--- config.mk ---
export PLATFORM = sky130hd
export DESIGN_NAME = dac_i2s_tx
export DESIGN_NICKNAME = d
export VERILOG_FILES = /design/src/rtl/dmix_pkg.sv /design/src/rtl/dac_i2s_chbuf.sv /design/src/rtl/dac_i2s_tx.sv
export SDC_FILE = /design/constraint.sdc
export NUM_CORES = 1
export LEC_CHECK = 0
export CORE_MARGIN = 2
export CORE_UTILIZATION = 60
export CTS_BUF_LIST = sky130_fd_sc_hd__clkbuf_2 sky130_fd_sc_hd__clkbuf_4 sky130_fd_sc_hd__clkbuf_8
export DETAILED_ROUTE_END_ITERATION = 10
export HOLD_SLACK_MARGIN = 0.02
export PLACE_DENSITY = 0.82
export RECOVER_POWER = 100
export SLEW_MARGIN = 0
export SYNTH_ARGS = -nofsm -noshare
export SYNTH_HDL_FRONTEND = slang
export SYNTH_HIERARCHICAL = 1
export SYNTH_SLANG_ARGS = --single-unit
export TNS_END_PERCENT = 10
--- constraint.sdc ---
create_clock -name clk -period 5.24 [get_ports clk]
set_clock_uncertainty 0.2 [all_clocks]
set_input_delay 1.048 -clock clk [delete_from_list [all_inputs] [get_ports clk]]
set_output_delay 1.048 -clock clk [all_outputs]
set_load 0.02 [all_outputs]
--- src/rtl/dmix_pkg.sv ---
// Shared mix-path constants, types and small helpers for the I2S output stage.
// Pure declarations: no latency, no flow control.
package dmix_pkg;

    localparam int I2S_FRAME_BITS = 64;
    localparam int I2S_SLOT_BITS  = 32;
    localparam int SAMPLE_W       = 24;
    localparam int POP_BIT_L      = 4;
    localparam int POP_BIT_R      = 36;
    localparam int CH_L           = 0;
    localparam int CH_R           = 1;
    localparam int UCNT_W         = 16;

    typedef logic [SAMPLE_W-1:0]      sample_t;
    typedef logic [I2S_SLOT_BITS-1:0] slot_t;

    // I2S slot: one leading zero bit (the one-BCK delay after LRCK), sample MSB first, zero pad.
    function automatic slot_t slot_word(input sample_t s);
        return {1'b0, s, {(I2S_SLOT_BITS - SAMPLE_W - 1){1'b0}}};
    endfunction

    function automatic logic [UCNT_W-1:0] sat_inc(input logic [UCNT_W-1:0] v);
        return (&v) ? v : v + 1'b1;
    endfunction

endpackage

--- src/rtl/dac_i2s_chbuf.sv ---
// Per-channel sample buffer: holds the latest acked sample until the slot load consumes it.
// Latency: ack visible in pending next cycle, same-cycle ack bypasses to the load; no backpressure.
module dac_i2s_chbuf
    import dmix_pkg::*;
(
    input  logic                clk,
    input  logic                rst,
    input  logic                ack,
    input  logic [SAMPLE_W-1:0] data,
    input  logic                load,
    output logic [SAMPLE_W-1:0] sample,
    output logic                underrun
);

    logic [SAMPLE_W-1:0] pending;
    logic                pend_v;
    logic                primed;

    always_ff @(posedge clk or negedge rst) begin
        if (!rst) begin
            pending <= '0;
            pend_v  <= 1'b0;
            primed  <= 1'b0;
        end else begin
            if (ack) begin
                pending <= data;
                primed  <= 1'b1;
            end
            // A load consumes whatever is there, including a same-cycle ack.
            if (load) begin
                pend_v <= 1'b0;
            end else if (ack) begin
                pend_v <= 1'b1;
            end
        end
    end

    always_comb begin
        sample   = '0;
        underrun = 1'b0;
        if (ack) begin
            sample = data;
        end else if (pend_v) begin
            sample = pending;
        end else begin
            underrun = load & primed;
        end
    end

endmodule

--- src/rtl/dac_i2s_tx.sv ---
// I2S transmitter: pops stereo samples from the mixer once per frame and serialises 64 BCK/frame.
// Latency: slot loaded at its first cycle, MSB on pin one BCK later; no backpressure, late data underruns.
module dac_i2s_tx
    import dmix_pkg::*;
#(
    parameter int CLK_PER_BCK_LOG2 = 2
) (
    input  logic                clk,
    input  logic                rst,
    output logic [1:0]          pop_o,
    input  logic [SAMPLE_W-1:0] data_i,
    input  logic [1:0]          ack_i,
    output logic                bck_o,
    output logic                lrck_o,
    output logic                data_o,
    output logic                underrun_o,
    output logic [UCNT_W-1:0]   underrun_cnt_o
);

    localparam int LG = CLK_PER_BCK_LOG2;
    localparam int CW = $clog2(I2S_FRAME_BITS) + LG;

    localparam logic [CW-1:0] LOAD_L_CNT = '0;
    localparam logic [CW-1:0] LOAD_R_CNT = CW'(I2S_SLOT_BITS << LG);
    localparam logic [CW-1:0] POP_L_CNT  = CW'(POP_BIT_L << LG);
    localparam logic [CW-1:0] POP_R_CNT  = CW'(POP_BIT_R << LG);

    logic [CW-1:0]       cnt;
    logic                bit_edge;
    logic                load_l;
    logic                load_r;
    logic [SAMPLE_W-1:0] smp_l;
    logic [SAMPLE_W-1:0] smp_r;
    logic                urun_l;
    logic                urun_r;
    slot_t               shift;
    slot_t               shift_n;
    logic [UCNT_W-1:0]   urun_cnt;

    assign bit_edge = (cnt[LG-1:0] == '0);
    assign load_l   = (cnt == LOAD_L_CNT);
    assign load_r   = (cnt == LOAD_R_CNT);

    // Pops are a pure decode of the free-running counter: one cycle per channel per frame.
    assign pop_o[CH_L] = (cnt == POP_L_CNT);
    assign pop_o[CH_R] = (cnt == POP_R_CNT);

    assign underrun_cnt_o = urun_cnt;

    dac_i2s_chbuf u_buf_l (
        .clk      (clk),
        .rst      (rst),
        .ack      (ack_i[CH_L]),
        .data     (data_i),
        .load     (load_l),
        .sample   (smp_l),
        .underrun (urun_l)
    );

    dac_i2s_chbuf u_buf_r (
        .clk      (clk),
        .rst      (rst),
        .ack      (ack_i[CH_R]),
        .data     (data_i),
        .load     (load_r),
        .sample   (smp_r),
        .underrun (urun_r)
    );

    always_comb begin
        shift_n = shift;
        if (load_l) begin
            shift_n = slot_word(smp_l);
        end else if (load_r) begin
            shift_n = slot_word(smp_r);
        end else if (bit_edge) begin
            shift_n = {shift[I2S_SLOT_BITS-2:0], 1'b0};
        end
    end

    // Pins are all registered off the same edge; data updates on the edge that drops bck_o.
    always_ff @(posedge clk or negedge rst) begin
        if (!rst) begin
            cnt        <= '0;
            shift      <= '0;
            bck_o      <= 1'b0;
            lrck_o     <= 1'b0;
            data_o     <= 1'b0;
            underrun_o <= 1'b0;
            urun_cnt   <= '0;
        end else begin
            cnt        <= cnt + 1'b1;
            shift      <= shift_n;
            bck_o      <= cnt[LG-1];
            lrck_o     <= cnt[CW-1];
            if (bit_edge) begin
                data_o <= shift_n[I2S_SLOT_BITS-1];
            end
            underrun_o <= urun_l | urun_r;
            if (urun_l | urun_r) begin
                urun_cnt <= sat_inc(urun_cnt);
            end
        end
    end

endmodule

=== Word-level counts from Yosys, hierarchy flattened ===
Index checks and enable logic that the tools add are counted.

* Multiplexer cells: 15
* Bitwise operators: 4
* Div/mod/pow operators: 0
* Equal/unequal tests: 3
* Add/subtract/negate cells: 2
* Magnitude comparators: 0
* Shift operators: 0
* Reduce and logical (&&, ||, !) cells: 7
* Multipliers: 0

{| class="wikitable"
|+ Operators with widths
! cell !! number
|-
| 24-bit 2-to-1 mux || 4
|-
| 32-bit 2-to-1 mux || 3
|-
| 16-bit by 1-bit adder with 16-bit output (second input constant) || 1
|-
| 8-bit equality test (second input constant) || 2
|-
| 16-bit AND reduction || 1
|-
| 8-bit by 1-bit adder with 8-bit output (second input constant) || 1
|-
| 8-bit by 5-bit equality test with 1-bit output (second input constant) || 1
|-
| 8-bit logical NOT || 1
|-
| 1-bit 2-to-1 mux || 8
|-
| 2-bit nonzero test || 2
|-
| 3-bit nonzero test || 1
|-
| 1-bit bitwise AND || 2
|-
| 2-bit logical NOT || 1
|-
| 2-bit AND reduction || 1
|-
| 1-bit inverter || 1
|-
| 1-bit bitwise OR || 1
|}

* Memory bits (writable): 0
* Register bits: 112
* Latch bits: 0
* Memories kept: 0
* Output and inout port bits: 22
* Bits of input ports: 28
* Word-level logic and storage cells: 45
* ROM bits: 0

=== Depth between registers and ports, before layout ===
Gate-level depths: netlist of run 1.

* Word-level depth: 6
* Gate-level depth with buffers: 11
* Mapped depth without buffers: 9

=== By module ===
The synthesis of run 1 kept the hierarchy.

{| class="wikitable"
|+ By module, submodules not included
! module !! area an instance (um^2) !! times used !! sequential area each (um^2) !! cells an instance
|-
| dac_i2s_tx || 3159.3 || 1 || 1476.4 || 268
|-
| dac_i2s_chbuf || 1253.7 || 2 || 650.6 || 88
|}

=== Worst setup path before layout of run 1 ===
OpenSTA, ideal clock, no wires.

* Kind: in2reg
* Start: in ack_i[1]
* End: reg urun_cnt[9] (netlist: underrun_cnt_o[9])
* Buffers on the path: 3
* Data required time: 4.960 ns
* Arrival: 2.291 ns
* Library setup time: 0.080 ns
* Stages: 8
* Path slack: 2.669 ns
* Cell sequence: buf_6 buf_6 nor2_1 and3_1 nor2_8 buf_6 nor4_2 xor2_1

* Cells in the longest elaborated chain, start to end: 3

{| class="wikitable"
|+ Ends and longest elaborated chain
! element !! RTL line !! text
|-
| start, declared || dac_i2s_tx.sv:12 || <nowiki>input logic [1:0] ack_i,</nowiki>
|-
| 1-bit 2-to-1 mux || dac_i2s_chbuf.sv:41 || <nowiki>if (ack) begin</nowiki>
|-
| named net urun_r || dac_i2s_tx.sv:35 || <nowiki>logic urun_r;</nowiki>
|-
| 1-bit bitwise OR || dac_i2s_tx.sv:100 || <nowiki>if (urun_l | urun_r) begin</nowiki>
|-
| 2-bit AND reduction (no line) || -- ||
|-
| end signal, assigned || dac_i2s_tx.sv:101 || <nowiki>urun_cnt <= sat_inc(urun_cnt);</nowiki>
|-
| end, declared || dac_i2s_tx.sv:38 || <nowiki>logic [UCNT_W-1:0] urun_cnt;</nowiki>
|}

The timed path passes the listed nets, and every way through them passes these cells.
A chain may end at the register's enable or synchronous reset.

==> summary.md, run 1 <==
| Metric | Value |
|---|---|
| Worst r2r path cells | 9 |
| Largest family of logic cells by synthesized area | multiplexers |
| Die Y | 101 um |
| Worst EP arrival | around 3.7 ns |
| Area Growth Syn to Fin | 8.74% |
| RSZ-0062 raised after global routing | false |
| Most frequent cells in the layout | dfrtp_1 (111), mux2_2 (69), mux2i_1 (48), a22o_1 (48), inv_1 (33) |
| Hpwl dp | between 6000 and 7000 um |
| Num ports | 50 |
| Met2 Resource Use GR | 0.356 |
| Layout cell share with drive strength beyond 1 | 0.209 |
| Depth of the CTS H-tree | 3 |
| Final Util | 0.670 |
| Detail Route Antenna Nets | 0 |
| # diodes | 0 |
| Core area | 9200 um^2 |
| Global-route wire length before repair | around 17000 um |
| Peak Freq | ~270 MHz |
| CP Cell Sequence | clkbuf_2 > clkbuf_1 |
| Worst slew pin tran | 2.04 ns |
| GR met1 Demand/Resource | 0.275 |
| Die ar. | 10200 um^2 |
| Setup-failing EPs final | 0 |
| Hold path depth | 0 |
| Width of the die | between 100 and 150 um |
| Core Rows | 35 |
| Final setup TNS | 0 ns |
| Synthesized area | between 5000 and 6000 um^2 |
| Avg Cell Area, Syn | around 13 um^2 |
| Tmin final | between 3 and 4 ns |
| Setup crit end kind | asynchronous set/reset pin |
| DRT Pass-1 Iters | 4 |
| Routed vias | around 3500 |
| Multiplexer share of the synthesized area | 0.234 |
| Seq cells post-synth | roughly 110 |
| PostCTS Resize Cnt | 0 |
| Busiest grt layer | met2 |
| CTS max path bufs | 2 |
| Fin. Hold Viols | 0 |
| I/O Buffers | 49 |
| WL/cell | 16.9 um |
| Reg-to-reg startpoint | cnt[0] |
| Initial core utilization | 0.616 |
| Xor-xnor portion of the synthesized cell area | 0.0325 |
| Clk slew on worst S/H paths | roughly 0.10 ns |
| Crit path required time | roughly 5.3 ns |
| Vias in the first global route | roughly 3600 |
| Total wire length | 10100 um |
| Compound-Gate Fraction of Synth Area | 0.0797 |
| Critical path's slowest cell | clkbuf_2 |
| All-layer global routing usage | 0.209 |
| Worst slew margin | -0.363 |
| Hold_buf cts | 0 |
| P per Cell Area | about 260 nW/um^2 |
| Status | finished with violations |
| Synth Warn # | 6 |
| Residual DRC | 0 |
| Clock net sink count | 111 |
| CP peak stage delay | roughly 1.4 ns |
| CP max FO | between 80 and 90 |
| Adder-cell area share of the yosys netlist | 0.00883 |
| Max Slew Vio Count | 139 |
| Hold Path Sink | bck_o |
| Hold wc startpoint | cnt[1] |
| Synth Net Count | 476 |
| Period utilization | 0.707 |
| Distinct cell type count after synthesis | 36 |
| Max_cap viols | 3 |
| Met3 Track Usage GR | 0.0407 |
| Reg2reg setup slack | between 1.5 and 2 ns |
| VDD IR-drop max | between 0.15 and 0.2 mV |
| Post-synthesis sequential area ratio | 0.490 |
| 1st-iter DRT viols | 159 |
| Fill count | roughly 700 |
| Largest net degree at the start of global routing | 84 |
| Crit path launch type | primary input |
| Clock latency at the later pin of the worst-skew pair | approximately 0.36 ns |
| HP Class | flop to flop |
| CTS tree | yes |
| Post-Syn Instances | 444 |
| Post-CTS setup buffers | 0 |
| Leak Pwr | between 2 and 3 nW |
| Post-Synth Simple-Gate Area | 0.0870 |
| Violated checks | capacitance limit, slew limit |
| Root Buffer | clkbuf_8 |
| CTS buffer count | 9 |
| GP Congestion | between 0.7 and 0.8 |
| Worst path top cell family by delay | buffers and inverters |
| Initial antenna violation count | 0 |
| Overflow after GRT | 0 |
| Critical path type | primary input to asynchronous set/reset pin |
| Pwr Total | 1.61 mW |
| Worst reg2reg path endpoint | underrun_cnt_o[14] |
| Fin nets | slightly above 500 |
| Commonest non-fill, non-tap cell in the layout | dfrtp_1 |
| Vias/cell | around 6 |
| Critical path buffer and inverter count | 2 |
-- routing by layer --
| layer | part of all wire | vias up |
|---|---|---|
| met5 | 0 | - |
| met2 | 0.49 | 67 |
| met3 | 0.032 | 11 |
| li1 | - | 1646 |
| met4 | 0.012 | 0 |
| met1 | 0.47 | 1780 |
-- worst reg2reg max path, cell delays in order (launching register included) --
cell	delay (ns)
dfrtp_1	0.42
inv_1	0.12
ha_1	0.48
nand4b_1	0.67
nor2_1	0.33
and3_1	0.18
nor2_1	0.17
nor3_1	0.43
nand4_1	0.19
xnor2_1	0.16
-- area by class of cell --
type / count / area [um^2] / area share
clock buffer: 10 / 131 / 0.0213
tap: 111 / 139 / 0.0225
timing repair buffer: 55 / 513 / 0.0832
clock inverter: 5 / 60.1 / 0.00975
inverter: 33 / 124 / 0.0201
sequential: 111 / 2780 / 0.451
multi-input combinational: 270 / 2420 / 0.392
-- where the power goes --
part	switching [mW]	internal (mW)	total [mW]	leakage, nW
clock network	0.284	0.225	0.509	0.0957
logic	0.0765	0.0965	0.173	1.43
registers	0.0237	0.901	0.924	1.39
-- synthesized netlist by cell type --
cell        n  share of area
a22o_1     48          0.074
and2_1      2         0.0022
and3_1      4         0.0044
and3_2      3         0.0040
buf_1       1        0.00066
buf_2       8         0.0071
buf_4       3         0.0040
buf_6      17          0.034
clkbuf_1    1        0.00066
dfrtp_1   111           0.49
ha_1        4         0.0088
inv_1      33          0.022
mux2_1      1         0.0020
mux2_2     74           0.15
mux2i_1    48          0.085
nand2_1    13         0.0086
nand3_1     6         0.0053
nand4_1     6         0.0066
nand4_2     3         0.0066
nand4b_1    1         0.0015
nor2_1     10         0.0066
nor2_2      1         0.0011
nor2_8      1         0.0035
nor2b_1     1         0.0011
nor2b_4     2         0.0049
nor3_1      1        0.00088
nor3_2      5         0.0088
nor3b_2     2         0.0044
nor4_2      3         0.0066
nor4_4      1         0.0038
nor4b_2     1         0.0026
o22ai_1     5         0.0055
or2_1       1         0.0011
or2_2       2         0.0022
xnor2_1     8          0.012
xor2_1     13          0.020
-- worst max-delay path by stage --
stage | startpoint | endpoint | cells past startpoint
2_1_floorplan | ack_i[1] | underrun_cnt_o[9] | 8
3_3_place_gp | ack_i[1] | underrun_cnt_o[1] | 7
3_5_place_dp | cnt[0] | underrun_cnt_o[14] | 9
4_1_cts | cnt[0] | pop_o[1] | 5
5_1_grt | rst | shift[28] | 2
6_report | rst | shift[28] | 2
-- metrics by stage --
step           hold slack [ns]  instance area (um^2)  instances  setup slack [ns]
2_1_floorplan            0.149                  5670        444              2.67
3_3_place_gp             0.207                  6070        580              2.26
3_5_place_dp             0.235                  6070        580              2.12
4_1_cts                  0.248                  6260        595              1.82
5_1_grt                  0.248                  6160        595             0.923
6_report                 0.243                  6160        595              1.54
-- logic make-up after synthesis --
family          Yosys count
buf+inv                  63
simple gates             69
compound gates           53
flops                   111
xor+xnor                 21
mux                     123
fa+ha+maj                 4
-- registers in the layout (all words and copies together) (netlist names) --
| register | cells |
|---|---|
| lrck_o | 1 |
| u_buf_l/pending | 24 |
| data_o | 1 |
| u_buf_l/pend_v | 1 |
| shift | 31 |
| u_buf_r/primed | 1 |
| u_buf_r/pending | 24 |
| u_buf_r/pend_v | 1 |
| underrun_o | 1 |
| underrun_cnt_o | 16 |
| cnt | 8 |
| bck_o | 1 |
| u_buf_l/primed | 1 |
Note: power is estimated with default switching activity, not from simulation.
==> run 2: changes to the inputs <==
--- a/config.mk
+++ b/config.mk
@@ -6,11 +6,11 @@
 export NUM_CORES = 1
 export LEC_CHECK = 0
 export CORE_MARGIN = 2
-export CORE_UTILIZATION = 60
+export CORE_UTILIZATION = 54
 export CTS_BUF_LIST = sky130_fd_sc_hd__clkbuf_2 sky130_fd_sc_hd__clkbuf_4 sky130_fd_sc_hd__clkbuf_8
 export DETAILED_ROUTE_END_ITERATION = 10
 export HOLD_SLACK_MARGIN = 0.02
-export PLACE_DENSITY = 0.82
+export PLACE_DENSITY = 0.78
 export RECOVER_POWER = 100
 export SLEW_MARGIN = 0
 export SYNTH_ARGS = -nofsm -noshare
==> constraint.sdc (replaced) <==
create_clock -name clk -period 3 [get_ports clk]
set_clock_uncertainty 0.2 [all_clocks]
set_input_delay 0.6 -clock clk [delete_from_list [all_inputs] [get_ports clk]]
set_output_delay 0.6 -clock clk [all_outputs]
set_load 0.02 [all_outputs]
==> summary.md, run 2 (same netlist as run 1, synthesis figures left out) <==
| Metric | Value |
|---|---|
| All-layer global routing usage | 0.184 (-0.0250) |
| # diodes | 0 (unchanged) |
| Area Growth Syn to Fin | 10.2% |
| Clk slew on worst S/H paths | 0.10 ns (about the same) |
| GR met1 Demand/Resource | 0.238 (-0.0372) |
| PostCTS Resize Cnt | 0 (unchanged) |
| Reg-to-reg startpoint | cnt[1] |
| Vias/cell | 5.60 (-4.9%) |
| Width of the die | 106 um (+5.2%) |
| Vias in the first global route | 3576 (+0.51%) |
| CP max FO | 4 (-95%) |
| Core Rows | 37 (+5.7%) |
| Routed vias | 3523 (+0.54%) |
| Met2 Resource Use GR | 0.317 (-0.0392) |
| Clock net sink count | 111 (unchanged) |
| Crit path launch type | flop |
| Worst slew margin | 0.0476 (+0.411) |
| Biggest regs | shift x31, u_buf_l/pending x24, u_buf_r/pending x24 |
| RSZ-0062 raised after global routing | false |
| Fin. Hold Viols | 0 (unchanged) |
| CTS buffer count | 9 (unchanged) |
| I/O Buffers | 49 (unchanged) |
| Post-Layout Cell Count | 629 (+5.7%) |
| Num ports | 50 (unchanged) |
| HP Class | flop to flop |
| Hold_buf cts | 0 (unchanged) |
| Die ar. | 11300 um^2 (+11%) |
| CTS tree | yes |
| Minimum hold slack | 0.255 ns (+0.0116 ns) |
| Critical path type | flop to output port |
| Crit. Startpoint | cnt[1] |
| Largest net degree at the start of global routing | 59 (-30%) |
| Max_cap viols | 0 (-3) |
| Pwr Total | 2.82 mW (+75%) |
| Depth of the CTS H-tree | 3 (unchanged) |
| P per Cell Area | 451 nW/um^2 (+73%) |
| Die Y | 106 um (+5.2%) |
| Residual DRC | 0 (unchanged) |
| Overflow after GRT | 0 (unchanged) |
| Most frequent cells in the layout | dfrtp_1 (111), mux2_2 (74), mux2i_1 (48), a22o_1 (48), inv_1 (33) |
| Root Buffer | clkbuf_8 |
| Hold wc startpoint | cnt[1] |
| Tmin final | around 2.8 ns |
| Core area | 10300 um^2 (+12%) |
| Initial core utilization | 0.551 (-0.0648) |
| WL/cell | 15.7 um (-7.2%) |
| Status | complete, no violations |
| Clock latency at the later pin of the worst-skew pair | 0.37 ns (about the same) |
| Met3 Track Usage GR | 0.0233 (-0.0174) |
| Commonest non-fill, non-tap cell in the layout | dfrtp_1 |
| Setup crit end kind | output port |
| Post-CTS setup buffers | 0 (unchanged) |
| Leak Pwr | 2.92 nW (+0.33%) |
| Biggest register | shift |
| Crit path required time | 2.20 ns (-3.05 ns) |
| VDD IR-drop max | 0.314 mV (+70%) |
| DRT Pass-1 Iters | 4 (unchanged) |
| GP Congestion | 0.809 (+5.4%) |
| Period utilization | 0.940 |
| Final setup TNS | 0 ns (unchanged) |
| Max FFs per register | 31 (unchanged) |
| Detail Route Antenna Nets | 0 (unchanged) |
| Layout cell share with drive strength beyond 1 | 0.221 (+0.0124) |
| Global-route wire length before repair | 16800 um (-1.7%) |
| Busiest grt layer | met2 |
| Fin nets | 520 (+1.6%) |
| Peak Freq | roughly 350 MHz |
| 1st-iter DRT viols | 111 (-30%) |
| Worst EP arrival | 2.02 ns (-1.69 ns) |
| Setup-failing EPs final | 0 (unchanged) |
| Worst slew pin tran | 1.43 ns (-0.616 ns) |
| Total wire length | 9870 um (-1.9%) |
| Hpwl dp | 6720 um (+6.1%) |
| Initial antenna violation count | 0 (unchanged) |
| Max Slew Vio Count | 0 (-100%) |
| Final Util | 0.608 (-0.0624) |
| Post-Place Cells | 613 (+5.7%) |
| CTS max path bufs | 2 (unchanged) |
-- run 2: layout make-up --
| cell class | instances | area [um^2] |
|---|---|---|
| Sequential cell | 111 | 2780 |
| Fill cell | 873 | 4030 |
| Tap cell | 136 | 170 |
| Clock inverter | 5 | 58.8 |
| Multi-Input combinational cell | 270 | 2430 |
| Clock buffer | 11 | 139 |
| Timing Repair Buffer | 63 | 542 |
| Inverter | 33 | 124 |
-- run 2: layer usage --
layer,up-vias,wire length [um]
li1,1660,-
met1,1794,4530
met2,56,4930
met3,13,229
met4,0,184
met5,-,0
-- run 2: final timing paths --
kind | endpoint | slack [ns] | cells after the start
worst max register to register | underrun_cnt_o[12] | 0.49 | 9
worst min-delay path | bck_o | 0.25 | 0
worst max-delay path | pop_o[1] | 0.18 | 5
min in group asynchronous | shift[14] | 0.36 | 1
max in group asynchronous | u_buf_r/pending[10] | 0.81 | 2
worst min register to register | bck_o | 0.25 | 0
-- run 2: metrics by stage --
stage / setup slack, ns / cell area (um^2)
final: 0.179 / 6240
after CTS: 0.176 / 6360
after floorplan: 0.640 / 5670
after global routing: 0.0416 / 6240
after detailed placement: 0.600 / 6160
after global placement: 0.635 / 6160
-- run 2: power by group --
group	internal (mW)	switching, mW
Combinational	0.170	0.134
Sequential	1.57	0.0404
Clock	0.406	0.493
Total	2.15	0.667
-- run 2: worst max-delay path, stage by stage (launching register included) --
cell and delay [ns]:
dfrtp_1 0.42, inv_1 0.12, ha_1 0.22, nand4_1 0.13, nor2_1 0.14, clkdlybuf4s50_1 0.62
